File: src/rtl/swt_reduce_debounce.sv
// Switch-bank synchroniser, per-bit debouncer, runtime-selectable reduction and rise-event counter.
// Define SWT_DEBOUNCE_EN to build the debounce counters; without it the stable bits follow sync2 directly.
module swt_reduce_debounce #(
    parameter int N         = 4,
    parameter int DB_CYCLES = 16,
    parameter int CNT_W     = 8
) (
    input  logic             clk,
    input  logic             rst_n,
    input  logic [N-1:0]     swt,
    input  logic [1:0]       mode,
    input  logic             cnt_clr,
    output logic             red_out,
    output logic             rise_pulse,
    output logic [CNT_W-1:0] evt_cnt
);

    typedef enum logic [1:0] {
        MODE_AND  = 2'b00,
        MODE_OR   = 2'b01,
        MODE_XOR  = 2'b10,
        MODE_NAND = 2'b11
    } mode_e;

    if (N < 1 || DB_CYCLES < 1 || CNT_W < 1) begin : g_bad_params
        $error("swt_reduce_debounce: N, DB_CYCLES and CNT_W must all be >= 1");
    end

    logic [N-1:0] sync1_q;
    logic [N-1:0] sync2_q;
    logic [N-1:0] stable;

    always_ff @(posedge clk or negedge rst_n) begin
        if (!rst_n) begin
            sync1_q <= '0;
            sync2_q <= '0;
        end else begin
            sync1_q <= swt;
            sync2_q <= sync1_q;
        end
    end

`ifdef SWT_DEBOUNCE_EN
    localparam int                DB_W    = $clog2(DB_CYCLES + 1);
    localparam logic [DB_W-1:0]   DB_LAST = DB_W'(DB_CYCLES - 1);

    logic [N-1:0]    stable_q;
    logic [N-1:0]    stable_d;
    logic [DB_W-1:0] db_cnt_q [N];
    logic [DB_W-1:0] db_cnt_d [N];

    // Any sample equal to the stable value restarts the window from zero.
    always_comb begin
        stable_d = stable_q;
        for (int i = 0; i < N; i++) begin
            db_cnt_d[i] = '0;
            if (sync2_q[i] != stable_q[i]) begin
                if (db_cnt_q[i] == DB_LAST) begin
                    stable_d[i] = sync2_q[i];
                end else begin
                    db_cnt_d[i] = db_cnt_q[i] + 1'b1;
                end
            end
        end
    end

    always_ff @(posedge clk or negedge rst_n) begin
        if (!rst_n) begin
            stable_q <= '0;
            for (int i = 0; i < N; i++) begin
                db_cnt_q[i] <= '0;
            end
        end else begin
            stable_q <= stable_d;
            for (int i = 0; i < N; i++) begin
                db_cnt_q[i] <= db_cnt_d[i];
            end
        end
    end

    assign stable = stable_q;
`else
    // Stable collapses onto sync2 so switch-to-LED stays at three edges.
    assign stable = sync2_q;
`endif

    logic             red_q;
    logic             red_d;
    logic             red_prev_q;
    logic [CNT_W-1:0] evt_cnt_q;
    logic [CNT_W-1:0] evt_cnt_d;

    always_comb begin
        red_d = 1'b0;
        case (mode_e'(mode))
            MODE_AND:  red_d = &stable;
            MODE_OR:   red_d = |stable;
            MODE_XOR:  red_d = ^stable;
            MODE_NAND: red_d = ~&stable;
            default:   red_d = 1'b0;
        endcase
    end

    assign rise_pulse = red_q & ~red_prev_q;

    // Clear wins over a coincident rise; the count holds at all-ones.
    always_comb begin
        evt_cnt_d = evt_cnt_q;
        if (cnt_clr) begin
            evt_cnt_d = '0;
        end else if (rise_pulse && (evt_cnt_q != {CNT_W{1'b1}})) begin
            evt_cnt_d = evt_cnt_q + 1'b1;
        end
    end

    always_ff @(posedge clk or negedge rst_n) begin
        if (!rst_n) begin
            red_q      <= 1'b0;
            red_prev_q <= 1'b0;
            evt_cnt_q  <= '0;
        end else begin
            red_q      <= red_d;
            red_prev_q <= red_q;
            evt_cnt_q  <= evt_cnt_d;
        end
    end

    assign red_out = red_q;
    assign evt_cnt = evt_cnt_q;

endmodule

File: config.mk
export PLATFORM = sky130hd
export DESIGN_NAME = swt_reduce_debounce
export DESIGN_NICKNAME = d
export VERILOG_FILES = /design/src/rtl/swt_reduce_debounce.sv
export SDC_FILE = /design/constraint.sdc
export NUM_CORES = 1
export LEC_CHECK = 0
export BUFFER_PORTS_ARGS = -buffer_cell sky130_fd_sc_hd__buf_2
export CAP_MARGIN = 20
export CORE_AREA = 2 2 44 46
export DETAILED_ROUTE_END_ITERATION = 8
export DIE_AREA = 0 0 46 48
export GPL_ROUTABILITY_DRIVEN = 0
export GPL_TIMING_DRIVEN = 0
export PLACE_DENSITY = 0.74
export SLEW_MARGIN = 20
export SYNTH_ARGS = -nofsm -noshare
export SYNTH_HDL_FRONTEND = slang
export SYNTH_SLANG_ARGS = --single-unit
File: constraint.sdc
create_clock -name clk -period 2 [get_ports clk]
set_input_delay 0.5 -clock clk [delete_from_list [all_inputs] [get_ports clk]]
set_output_delay 0.5 -clock clk [all_outputs]
set_load 0.01 [all_outputs]
; Word level (Yosys, flattened, before mapping)
; Cells that the tools add are included.
[word_totals]
out_inout_bits = 10
word_cells = 22
ff_bits = 18
in_bits = 9
[classes]
bitwise = 2
add_sub_neg = 1
n_eq_ne = 4
n_reduce_logical = 7
muxes = 3
[ops]
columns = cell, count
row1 = $mux W8, 2
row2 = $add A8 B1 Y8 const B, 1
row3 = $ne A8 B8 Y1 const B, 1
row4 = $eq A2 B2 Y1 const B, 2
row5 = $pmux W1 S4, 1
row6 = $reduce_and A4 Y1, 1
row7 = $reduce_or A4 Y1, 1
row8 = $reduce_xor A4 Y1, 1
row9 = $eq A2 B1 Y1 const B, 1
row10 = $logic_not A2 Y1, 1
row11 = $reduce_bool A2 Y1, 1
row12 = $and A1 B1 Y1, 1
row13 = $logic_and A1 B1 Y1, 1
row14 = $logic_not A1 Y1, 1
row15 = $not A1 Y1, 1

; Logic depth before layout (Yosys ltp)
[logic_depth]
word_depth = 5
mapped_depth = 5
depth_no_buf = 5

; Worst setup path after synthesis
; OpenSTA, ideal clock, no wires.
[synth_path]
path_kind = register to register
start = register evt_cnt_q[0] (netlist: evt_cnt[0])
end = register evt_cnt_q[3] (netlist: evt_cnt[3])
required_ns = 1.875
setup_slack_ns = 0.558
n_path_buf = 0
arrival_time_ns = 1.317
stages_incl_launch_ff = 6
synth_period_minus_slack_ns = 1.442
setup_ns = 0.125
cell_sequence = dfrtp_1 -> ha_1 -> nand3_1 -> nor2_1 -> and3b_1 -> mux2_4
[synth_between]
elab_chain_cells = 3
word_cells_on_any_way = 6
cone_classes = add/sub (1) / eq/ne (1) / mux (2) / reduce/logical (2)
[synth_rtl]
columns = item, line
row1 = start: declaration, 90  ; logic [CNT_W-1:0] evt_cnt_q;
row2 = start signal: assignment, 124  ; evt_cnt_q <= evt_cnt_d;
row3 = $add A8 B1 Y8 / $ne A8 B8 Y1 (equally long branches), "112, 111"
row4 = $mux W8 / $logic_and A1 B1 Y1 (equally long branches), 111  ; end else if (rise_pulse && (evt_cnt_q != {CNT_W{1'b1}})) begin
row5 = $mux W8 / $reduce_bool A2 Y1 (equally long branches), --
; Several ways; a longest one is shown, not always the timed one. The select of a mux whose other input is x is not followed.
; A chain may end at the register's enable or synchronous reset.

; Worst setup path in the final report
[layout_path]
start = register red_q (netlist: red_out)
end = output port rise_pulse
[layout_between]
elab_chain_cells = 1
[layout_rtl]
columns = item, line
row1 = start: declaration, 87  ; logic red_q;
row2 = start signal: assignment, 122  ; red_q <= red_d;
row3 = $and A1 B1 Y1, 104  ; assign rise_pulse = red_q & ~red_prev_q;
row4 = end: declaration, 14  ; output logic rise_pulse,
; Every way passes these cells.

==> flow_summary_export.csv <==
group,metric,value,unit
clock_tree,cts_hold_buf,0,
routing,wl_per_cell,11.4,microns
timing,post-route-min-period,1600,ps
grt,grt_use_total,13.5,%
flow_run,maxCapViolCount,0,
die,die_height,48,microns
critical_path,reg2reg_depth,5,
timing,fin_skew,9.57,ps
clock_tree,ctsResizeCount,0,
clock_tree,cts_root_buf,"clkbuf_4",
synthesis,syn-num-nets,89,
routing,drc,0,
place,dp_hpwl,948,microns
die,dieArea,2210,sq um
synthesis,synth_area_leaders,"dfrtp_1 56%, ha_1 7.8%, nor2_1 3.3%",
timing,slew-limit-headroom,73.6,%
routing,wl,1.29,mm
synthesis,avgSynthCellArea,10.8,sq um
critical_path,start_kind,"register",
synthesis,netlist_instances,75,
layout,area_growth,17.7,%
critical_path,worstPathArrival,1100,ps
grt,antenna_found_initial,0,
critical_path,reg2reg_to,"evt_cnt[3]",
grt,grt_pass1_wl,2.04,mm
synthesis,synth_area,807,sq um
timing,finalHoldViolations,0,
timing,finalMaxSlewViolations,0,
die,initial_core_util,47.8,%
power_and_ir_drop,p_leak,0.499,nW
clock_tree,clk_latency,290,ps
timing,fin_crit_sh,79.9,%
worst_hold_path,hold_class,"in -> async",
routing,drt-pass1-iter-count,4,
clock_tree,cts_inserted_buffers,3,
synthesis,yosysSeqAreaShare,55.8,%
critical_path,timing.rr.start,"evt_cnt[0]",
clock_tree,cts_sinks,18,
routing,avgViaCountPerCell,5.26,
critical_path,cp.required,1500,ps
layout,nNetsFinal,111,
routing,num_vias,594,
synthesis,yosysTopAreaCell,"dfrtp_1",
critical_path,crit_fanout,8,
die,core_area,1690,sq um
timing,setup_tns,0,ps
clock_tree,h-tree-depth,1,
routing,antenna_left,0,
critical_path,rrSetupSlack,510,ps
synthesis,synth_top_area_share,55.8,%
power_and_ir_drop,ir_worst_vdd,0.416,mV
clock_tree,clk_path_buf_depth,2,
grt,grt_pass1_vias,490,
die,io_pins,19,
synthesis,yosysWarningCount,0,
timing,finalSetupViolCount,0,
grt,grt_max_degree,19,
layout,drive_gt1_share,24.0,%
power_and_ir_drop,power.total,0.672,mW
timing,rsz0062_at_grt,"no",
synthesis,synth_seq_cells,18,
clock_tree,cts.clk_slew.worst_paths,110,ps
layout,final_cell_mix,"18 x buf_2, 18 x dfrtp_1, 7 x nor2_1",
clock_tree,post_cts_buffers,0,
synthesis,synth_cell_types,23,
layout,n_antenna_cell,0,
routing,drt_first_iter_violations,13,
power_and_ir_drop,p_per_area,707,nW/um^2
timing,fmax,0.625,GHz
die,rows,15,
timing,worstMarginPinSlew,396,ps
critical_path,crit_type,"reg -> out",
run_status,status,"complete, no violations",
die,die_w,46,microns
clock_tree,cts_tree,"yes",
grt,gr-total-overflow,0,
place,portBuffers,17,
critical_path,critPathCaptureType,"primary output",
report_power, final:
group / internal (mW) / leakage, nW / total, mW / switching (mW)
clock: 0.111 / 0.0210 / 0.221 / 0.110
combinational: 0.0264 / 0.251 / 0.0624 / 0.0360
sequential: 0.380 / 0.227 / 0.389 / 0.00887
critical path, stage by stage, from the launching register on:
cell	delay [ps]
dfrtp_1	390
nor2b_1	130
buf_2	150
buf_2	140
per-stage QoR:
stage               util [%]  setup WS [ps]  instance area [sq um]  hold slack (ps)  std cells
floorplan                  -            558                    807              204         75
global placement        54.1            551                    913              331        109
detailed placement      54.1            532                    913              335        109
CTS                     56.2            368                    950              120        113
global route            56.2            312                    950              130        113
finish                  56.2            401                    950              109        113
cells in the mapped netlist:
master,count
a21oi_1,5
a311oi_1,1
and2_1,1
and3_1,3
and3b_1,1
and4_1,1
buf_1,1
buf_2,1
dfrtp_1,18
ha_1,5
inv_1,4
mux2_4,1
mux2i_1,2
nand2_1,6
nand3_1,4
nand4_1,2
nor2_1,7
nor2b_1,3
nor3_1,3
o211ai_1,1
o21ai_0,1
o21ai_1,1
xor2_1,3
logic make-up after synthesis:
logic type               Yosys count  share of synthesized area [%]
buffers and inverters              6                           2.94
flip-flops                        18                           55.8
AND/OR/NAND/NOR                   31                           19.5
multiplexers                       3                           4.34
XOR/XNOR                           3                           3.26
AO/OA/AOI/OAI                      9                           6.36
adder cells (fa/ha/maj)            5                           7.75
final cells by class:
type	instances	area, sq um
Fill cell	146	739
Sequential cell	18	450
Multi-Input combinational cell	51	333
Timing Repair Buffer	17	85.1
Clock buffer	4	36.3
Tap cell	17	21.3
Inverter	4	15.0
Buffer	2	8.76
worst max path at each step:
| stage | slack, ps | to | start |
|---|---|---|---|
| floorplan | 560 | evt_cnt[3] | evt_cnt[0] |
| global placement | 550 | evt_cnt[3] | evt_cnt[0] |
| detailed placement | 530 | evt_cnt[3] | evt_cnt[0] |
| CTS | 370 | rise_pulse | red_out |
| global route | 310 | rise_pulse | red_out |
| finish | 400 | rise_pulse | red_out |
layer usage:
metal  global-route usage (%)  share of wire (%)  routed length, microns  vias up
li1                         -                  -                       -      297
met1                     17.1                 46                     592      280
met3                     2.26                4.8                      62        2
met5                        0                  0                       0        -
met2                     21.4                 48                     625       15
met4                     8.57               0.93                      12        0
registers in the layout, summed over array words and instances (netlist names):
name        count
red_prev_q      1
stable          4
sync1_q         4
evt_cnt         8
red_out         1
Note: power is estimated with default switching activity, not from simulation.
